==> config.mk <==
export PLATFORM = sky130hd
export DESIGN_NAME = fwd_mux_pipe_flat
export DESIGN_NICKNAME = d
export VERILOG_FILES = /design/src/rtl/fwd_mux_if.sv /design/src/rtl/fwd_mux_pipe.sv /design/src/flat_wrapper.sv
export SDC_FILE = /design/constraint.sdc
export NUM_CORES = 1
export LEC_CHECK = 0
export BUFFER_PORTS_ARGS = -buffer_cell sky130_fd_sc_hd__buf_2
export CORE_UTILIZATION = 43
export DETAILED_ROUTE_END_ITERATION = 8
export GPL_ROUTABILITY_DRIVEN = 0
export PLACE_DENSITY = 0.81
export SYNTH_ARGS = -nofsm -noshare
export SYNTH_HDL_FRONTEND = slang
export SYNTH_SLANG_ARGS = --single-unit
==> constraint.sdc <==
create_clock -name clk -period 1.7 [get_ports clk]
set_clock_uncertainty 0.05 [all_clocks]
set_input_delay 0.17 -clock clk [delete_from_list [all_inputs] [get_ports clk]]
set_output_delay 0.17 -clock clk [all_outputs]
set_load 0.02 [all_outputs]
==> src/rtl/fwd_mux_if.sv <==
// fwd_mux_if: operand-select bus between the EX-stage forwarding pipe and its driver.
interface fwd_mux_if #(
    parameter int WIDTH      = 32,
    parameter int NUM_INPUTS = 3,
    parameter int SEL_W      = 2,
    parameter int CNT_W      = 8
) ();
    logic [NUM_INPUTS*WIDTH-1:0] in_flat;
    logic [SEL_W-1:0]            sel;
    logic                        in_valid;
    logic                        stall;
    logic                        flush;
    logic [WIDTH-1:0]            out;
    logic                        out_valid;
    logic                        out_sel_err;
    logic [CNT_W-1:0]            err_count;
    modport master (
        output in_flat, sel, in_valid, stall, flush,
        input  out, out_valid, out_sel_err, err_count
    );
    modport slave (
        input  in_flat, sel, in_valid, stall, flush,
        output out, out_valid, out_sel_err, err_count
    );
endinterface

==> src/rtl/fwd_mux_pipe.sv <==
// fwd_mux_pipe: registered N-way forwarding operand select with stall/flush and
// a saturating count of out-of-range select codes.
module fwd_mux_pipe #(
    parameter int WIDTH      = 32,
    parameter int NUM_INPUTS = 3,
    parameter int SEL_W      = 2,
    parameter int STAGES     = 1,
    parameter int CNT_W      = 8
) (
    input logic        clk,
    input logic        rst_n,
    fwd_mux_if.slave   mux_io
);
    logic             sel_err;
    logic [WIDTH-1:0] sel_data;
    logic [WIDTH-1:0] data_q [STAGES];
    logic [WIDTH-1:0] data_d [STAGES];
    logic [STAGES-1:0] valid_q, valid_d, err_q, err_d;
    logic [CNT_W-1:0] cnt_q, cnt_d;
    assign sel_err  = int'(mux_io.sel) >= NUM_INPUTS;
    assign sel_data = sel_err ? '0 : mux_io.in_flat[int'(mux_io.sel)*WIDTH +: WIDTH];
    // flush beats stall beats advance; the error counter only moves on an advance
    always_comb begin
        data_d  = data_q;
        valid_d = valid_q;
        err_d   = err_q;
        cnt_d   = cnt_q;
        if (mux_io.flush) begin
            data_d  = '{default: '0};
            valid_d = '0;
            err_d   = '0;
        end else if (!mux_io.stall) begin
            data_d[0]  = sel_data;
            valid_d[0] = mux_io.in_valid;
            err_d[0]   = mux_io.in_valid & sel_err;
            for (int i = 1; i < STAGES; i++) begin
                data_d[i]  = data_q[i-1];
                valid_d[i] = valid_q[i-1];
                err_d[i]   = err_q[i-1];
            end
            cnt_d = (mux_io.in_valid && sel_err && cnt_q != '1) ? cnt_q + CNT_W'(1) : cnt_q;
        end
    end
    always_ff @(posedge clk or negedge rst_n) begin
        if (!rst_n) begin
            data_q  <= '{default: '0};
            valid_q <= '0;
            err_q   <= '0;
            cnt_q   <= '0;
        end else begin
            data_q  <= data_d;
            valid_q <= valid_d;
            err_q   <= err_d;
            cnt_q   <= cnt_d;
        end
    end
    assign mux_io.out         = data_q[STAGES-1];
    assign mux_io.out_valid   = valid_q[STAGES-1];
    assign mux_io.out_sel_err = err_q[STAGES-1];
    assign mux_io.err_count   = cnt_q;
endmodule

==> src/flat_wrapper.sv <==
// flat-port wrapper written by rule: the top's interface ports become plain ports
module fwd_mux_pipe_flat 
#(
    parameter int WIDTH      = 32,
    parameter int NUM_INPUTS = 3,
    parameter int SEL_W      = 2,
    parameter int STAGES     = 1,
    parameter int CNT_W      = 8
)
  (clk, rst_n, mux_io_in_flat, mux_io_sel, mux_io_in_valid, mux_io_stall, mux_io_flush, mux_io_out, mux_io_out_valid, mux_io_out_sel_err, mux_io_err_count);
  fwd_mux_if #(.WIDTH(WIDTH), .NUM_INPUTS(NUM_INPUTS), .SEL_W(SEL_W), .CNT_W(CNT_W)) mux_io_i ();
  input logic clk;
  input logic rst_n;
  input wire logic [$bits(mux_io_i.in_flat)-1:0] mux_io_in_flat;
  input wire logic [$bits(mux_io_i.sel)-1:0] mux_io_sel;
  input wire logic [$bits(mux_io_i.in_valid)-1:0] mux_io_in_valid;
  input wire logic [$bits(mux_io_i.stall)-1:0] mux_io_stall;
  input wire logic [$bits(mux_io_i.flush)-1:0] mux_io_flush;
  output wire logic [$bits(mux_io_i.out)-1:0] mux_io_out;
  output wire logic [$bits(mux_io_i.out_valid)-1:0] mux_io_out_valid;
  output wire logic [$bits(mux_io_i.out_sel_err)-1:0] mux_io_out_sel_err;
  output wire logic [$bits(mux_io_i.err_count)-1:0] mux_io_err_count;
  assign mux_io_i.in_flat = mux_io_in_flat;
  assign mux_io_i.sel = mux_io_sel;
  assign mux_io_i.in_valid = mux_io_in_valid;
  assign mux_io_i.stall = mux_io_stall;
  assign mux_io_i.flush = mux_io_flush;
  assign mux_io_out = mux_io_i.out;
  assign mux_io_out_valid = mux_io_i.out_valid;
  assign mux_io_out_sel_err = mux_io_i.out_sel_err;
  assign mux_io_err_count = mux_io_i.err_count;
  fwd_mux_pipe #(.WIDTH(WIDTH), .NUM_INPUTS(NUM_INPUTS), .SEL_W(SEL_W), .STAGES(STAGES), .CNT_W(CNT_W)) u_core (.clk(clk), .rst_n(rst_n), .mux_io(mux_io_i));
endmodule
# After elaboration in Yosys (flattened, before gate mapping)
# Cells that the tools add are included.
# word_totals
mem_bits_ro	0
memories	0
ramBits	0
register_bits	42
latchBits	0
# classes
shift	1
n_mux	7
eq_ne	2
order_cmp	1
n_mul	0
n_div	0
add_sub_neg	1
n_reduce_logical	3
n_bitwise	3
# op_table
op	n
2-to-1 mux 32 bit	3
variable part select 96 x 8 -> 32 bit	1
adder 8 x 1 -> 8 bit, second input constant	1
!= test 8 bit, second input constant	1
2-to-1 mux 1 bit	4
AND reduction 3 bit	1
>= comparator 2 bit, second input constant	1
logical AND 1 bit	2
!= test 2 x 1 -> 1 bit, second input constant	1
NOT 1 bit	2
bitwise AND 1 bit	1

# Logic depth before layout (Yosys ltp)
# logic_depth
depth_word	4
ltp_mapped	5
mapped_depth_nobuf	4

# Least setup slack after synthesis
# OpenSTA, ideal clock, no wires.
# synth_path
path_type	flip-flop to flip-flop
start	reg u_core.cnt_q[0], in the netlist u_core.mux_io.err_count[0]
end	reg u_core.cnt_q[1], in the netlist u_core.mux_io.err_count[1]
setup_time_ps	125
path_slack_ps	168
required_time_ps	1525
path_stages_with_launch	5
t_arrival_ps	1357
synth_period_minus_slack_ps	1532
cell_sequence	dfrtp_1 > ha_1 > nand3_1 > o211ai_2 > mux2_4
# synth_via
elab_chain_cells	3
# synth_rtl
element	line	source
start, declared	fwd_mux_pipe.sv:19	logic [CNT_W-1:0] cnt_q, cnt_d;
start signal, assigned	fwd_mux_pipe.sv:54	cnt_q <= cnt_d;
parallel branches: the longest is 3 deep, another holds adder 8 x 1 -> 8 bit	--	
# Several ways; the timed one is not identified.
# A chain may end at the register's enable or synchronous reset.

# Final worst setup path
# Same ends and word-level chain as after synthesis.

==> reports/qor.csv <==
metric,value,unit
status,"finished, final reports clean",
yosysWarnings,0,
grt_pass1_wl,8397,µm
nets,469,
core-area,0.005140,mm²
r2r_setup_slack,0.20,ns
async_flop_share,100.0,%
worstReg2RegStart,u_core.mux_io.err_count[0]$_DFFE_PN0P_,
wl_per_cell,12.96,µm
die_y,75.35,µm
cp_cell_sequence,"ha_1, nand3_1, o211ai_2, mux2_4",
synth_seq_cells,42,
period_minus_slack,1.502,ns
pwr-share-seq,48.3,%
synth_top_area_share,45.43,%
crit_path_start_kind,register,
port_buffers,144,
cts_tree,built,
antenna_found_initial,0,
yosysMostFrequentCell,dfrtp_1,
max_freq,665.7,MHz
powerDensity,730.7,mW/mm²
crit_type,register to register,
drc,0,
path_max_fanout,5,
ant_nets,0,
cts.sinks,42,
first_pass_iters,4,
slew_viol_final,0,
power_leakage,1.827,nW
yosysTopAreaCell,dfrtp_1,
power.internal,1.640,mW
hold_path_depth,2,
syn_nets,326,
std_cell_rows,26,
tns,0,ns
cts_max_level,2,
cpMaxStageDelayCell,dfrtp_1,
clockBufferDepth,2,
hold-path-endpoint,u_core.mux_io.out_valid$_DFFE_PN0P_,
via_count,2169,
cts_root_buf,clkbuf_8,
synth_edf_count,0,
slowest_delay,0.40,ns
reg2regPathDepth,4,
cts_resized,0,
slew-limit-headroom,68.16,%
path_clk_slew,0.07,ns
finalSetupViolations,0,
rsz0062_at_grt,false,
avgSynthCellArea,10.42,µm²
diodes,0,
cp-end-kind,register,
cap_violations,0,
syn_inst,222,
postPlaceCellArea,0.003122,mm²
wl,5636,µm
peakVddDrop,0.3438,mV
power_frac_clock,25.2,%
r2r_end,u_core.mux_io.err_count[1]$_DFFE_PN0P_,
ys_top_cells_by_area,"dfrtp_1 (45%), mux2i_1 (15%), a22o_1 (12%)",
netlist_area,0.002313,mm²
final_area,0.003211,mm²
swShare,30.11,%
pin_count,145,
p_comb_share,26.4,%
track_usage,19.74,%
drtIter0Drc,64,
p_switching,0.7064,mW
drive_gt1_share,45.75,%
grt_max_degree,36,
routed_via_density,4.986,
synth_cell_types,30,
tightest_slew,0.4776,ns
cp.required,1.83,ns
hp-start,mux_io_flush,
initial_core_util,45.01,%
synth_common_cells,"dfrtp_1 (42), mux2i_1 (34), a22o_1 (33), nand2_1 (33), o21ai_0 (33)",
areaGrowthSynthToFinish,38.78,%
clk_latency,0.29,ns
dp_hpwl,4435,µm
min_path_type,input pin to register,
cp.arrival,1.63,ns
post-route-period-util,88.36,%
ys_seq_area_share,45.43,%
fillers,455,
finalHoldViolations,0,
dieArea,0.005678,mm²
die_w,75.35,µm
synth_ff_type,dfrtp_1,
grt_overflow,0,
grt_pass1_vias,1859,
whs,0.1028,ns
numCtsBuffers,5,
## worst max path at each step
stage / start / slack (ns) / end / depth (start not counted)
4_1_cts: u_core.mux_io.err_count[0]$_DFFE_PN0P_ / 0.20 / u_core.mux_io.err_count[1]$_DFFE_PN0P_ / 4
3_3_place_gp: mux_io_flush / 0.23 / u_core.mux_io.err_count[4]$_DFFE_PN0P_ / 4
2_1_floorplan: u_core.mux_io.err_count[0]$_DFFE_PN0P_ / 0.17 / u_core.mux_io.err_count[1]$_DFFE_PN0P_ / 4
6_report: u_core.mux_io.err_count[0]$_DFFE_PN0P_ / 0.20 / u_core.mux_io.err_count[1]$_DFFE_PN0P_ / 4
3_5_place_dp: mux_io_flush / 0.19 / u_core.mux_io.err_count[7]$_DFFE_PN0P_ / 4
5_1_grt: u_core.mux_io.err_count[2]$_DFFE_PN0P_ / 0.09 / u_core.mux_io.err_count[7]$_DFFE_PN0P_ / 3
## registers in the layout, summed over array words and instances (netlist names)
signal / count
u_core.mux_io.out: 32
u_core.mux_io.out_sel_err: 1
u_core.mux_io.out_valid: 1
u_core.mux_io.err_count: 8
## power by group through the flow
| stage | clock, mW | sequential [mW] | combinational, mW |
|---|---|---|---|
| 5_1_grt | 0.647 | 1.15 | 0.681 |
| 3_5_place_dp | 0 | 1.15 | 0.627 |
| 3_3_place_gp | 0 | 1.15 | 0.612 |
| 2_1_floorplan | 0 | 1.24 | 0.253 |
| 6_report | 0.592 | 1.13 | 0.620 |
| 4_1_cts | 0.610 | 1.13 | 0.629 |
## metal layers
| metal | global-route usage [%] | share of wire [%] | wire (µm) | up-vias |
|---|---|---|---|---|
| met2 | 34.52 | 50 | 2810 | 93 |
| met5 | 0 | 0 | 0 | - |
| met1 | 25.09 | 43 | 2448 | 974 |
| li1 | - | - | - | 1097 |
| met3 | 4.101 | 5.9 | 330 | 5 |
| met4 | 4.938 | 0.82 | 46 | 0 |
## timing repair
item,4_1_cts,5_1_grt
hold endpoints to repair,19,0
hold buffers,1,0
buffers inserted,0,0
## through the flow
stage	std cells	total power [mW]	util [%]	setup WS [ns]
6_report	435	2.346	62.46	0.1978
2_1_floorplan	222	1.495	-	0.1684
5_1_grt	435	2.473	62.46	0.08668
4_1_cts	435	2.373	62.46	0.1975
3_5_place_dp	427	1.778	60.74	0.1939
3_3_place_gp	427	1.760	60.74	0.2292
## critical path: cells and delay by family, from the launching register on
family / cells / cell delay [ns]
mux: 1 / 0.32
compound gates: 1 / 0.25
simple gates: 1 / 0.18
fa+ha+maj: 1 / 0.19
flops: 1 / 0.40
## cell usage in the layout (no fill, tap or decap), drive strengths merged, types with 2 or more instances in the layout
master	count
inv	2
xnor2	3
mux2i	34
nand2	33
clkbuf	5
o21ai	33
nor2	2
nand3	2
clkinv	2
mux2	4
and3	2
o211ai	2
a22o	33
dfrtp	42
buf	154
## final cells by class
type / instances / area, µm² / area share [%]
Tap cell: 70 / 87.58 / 2.728
Clock inverter: 2 / 10.01 / 0.3118
Clock buffer: 5 / 68.82 / 2.143
Timing Repair Buffer: 155 / 818.3 / 25.49
Multi-Input combinational cell: 159 / 1167 / 36.36
Sequential cell: 42 / 1051 / 32.74
Inverter: 2 / 7.507 / 0.2338
## kinds of logic after synthesis
kind of cell	Yosys count	share of synthesized area [%]
adders and majority gates	1	0.5407
muxes	38	16.82
AOI/OAI and AO/OA	70	21.42
and+or+nand+nor	47	10.11
xor gates and xnor gates	3	1.136
DFF	42	45.43
buffers and inverters	21	4.543
(Power assumes the default switching activity.)
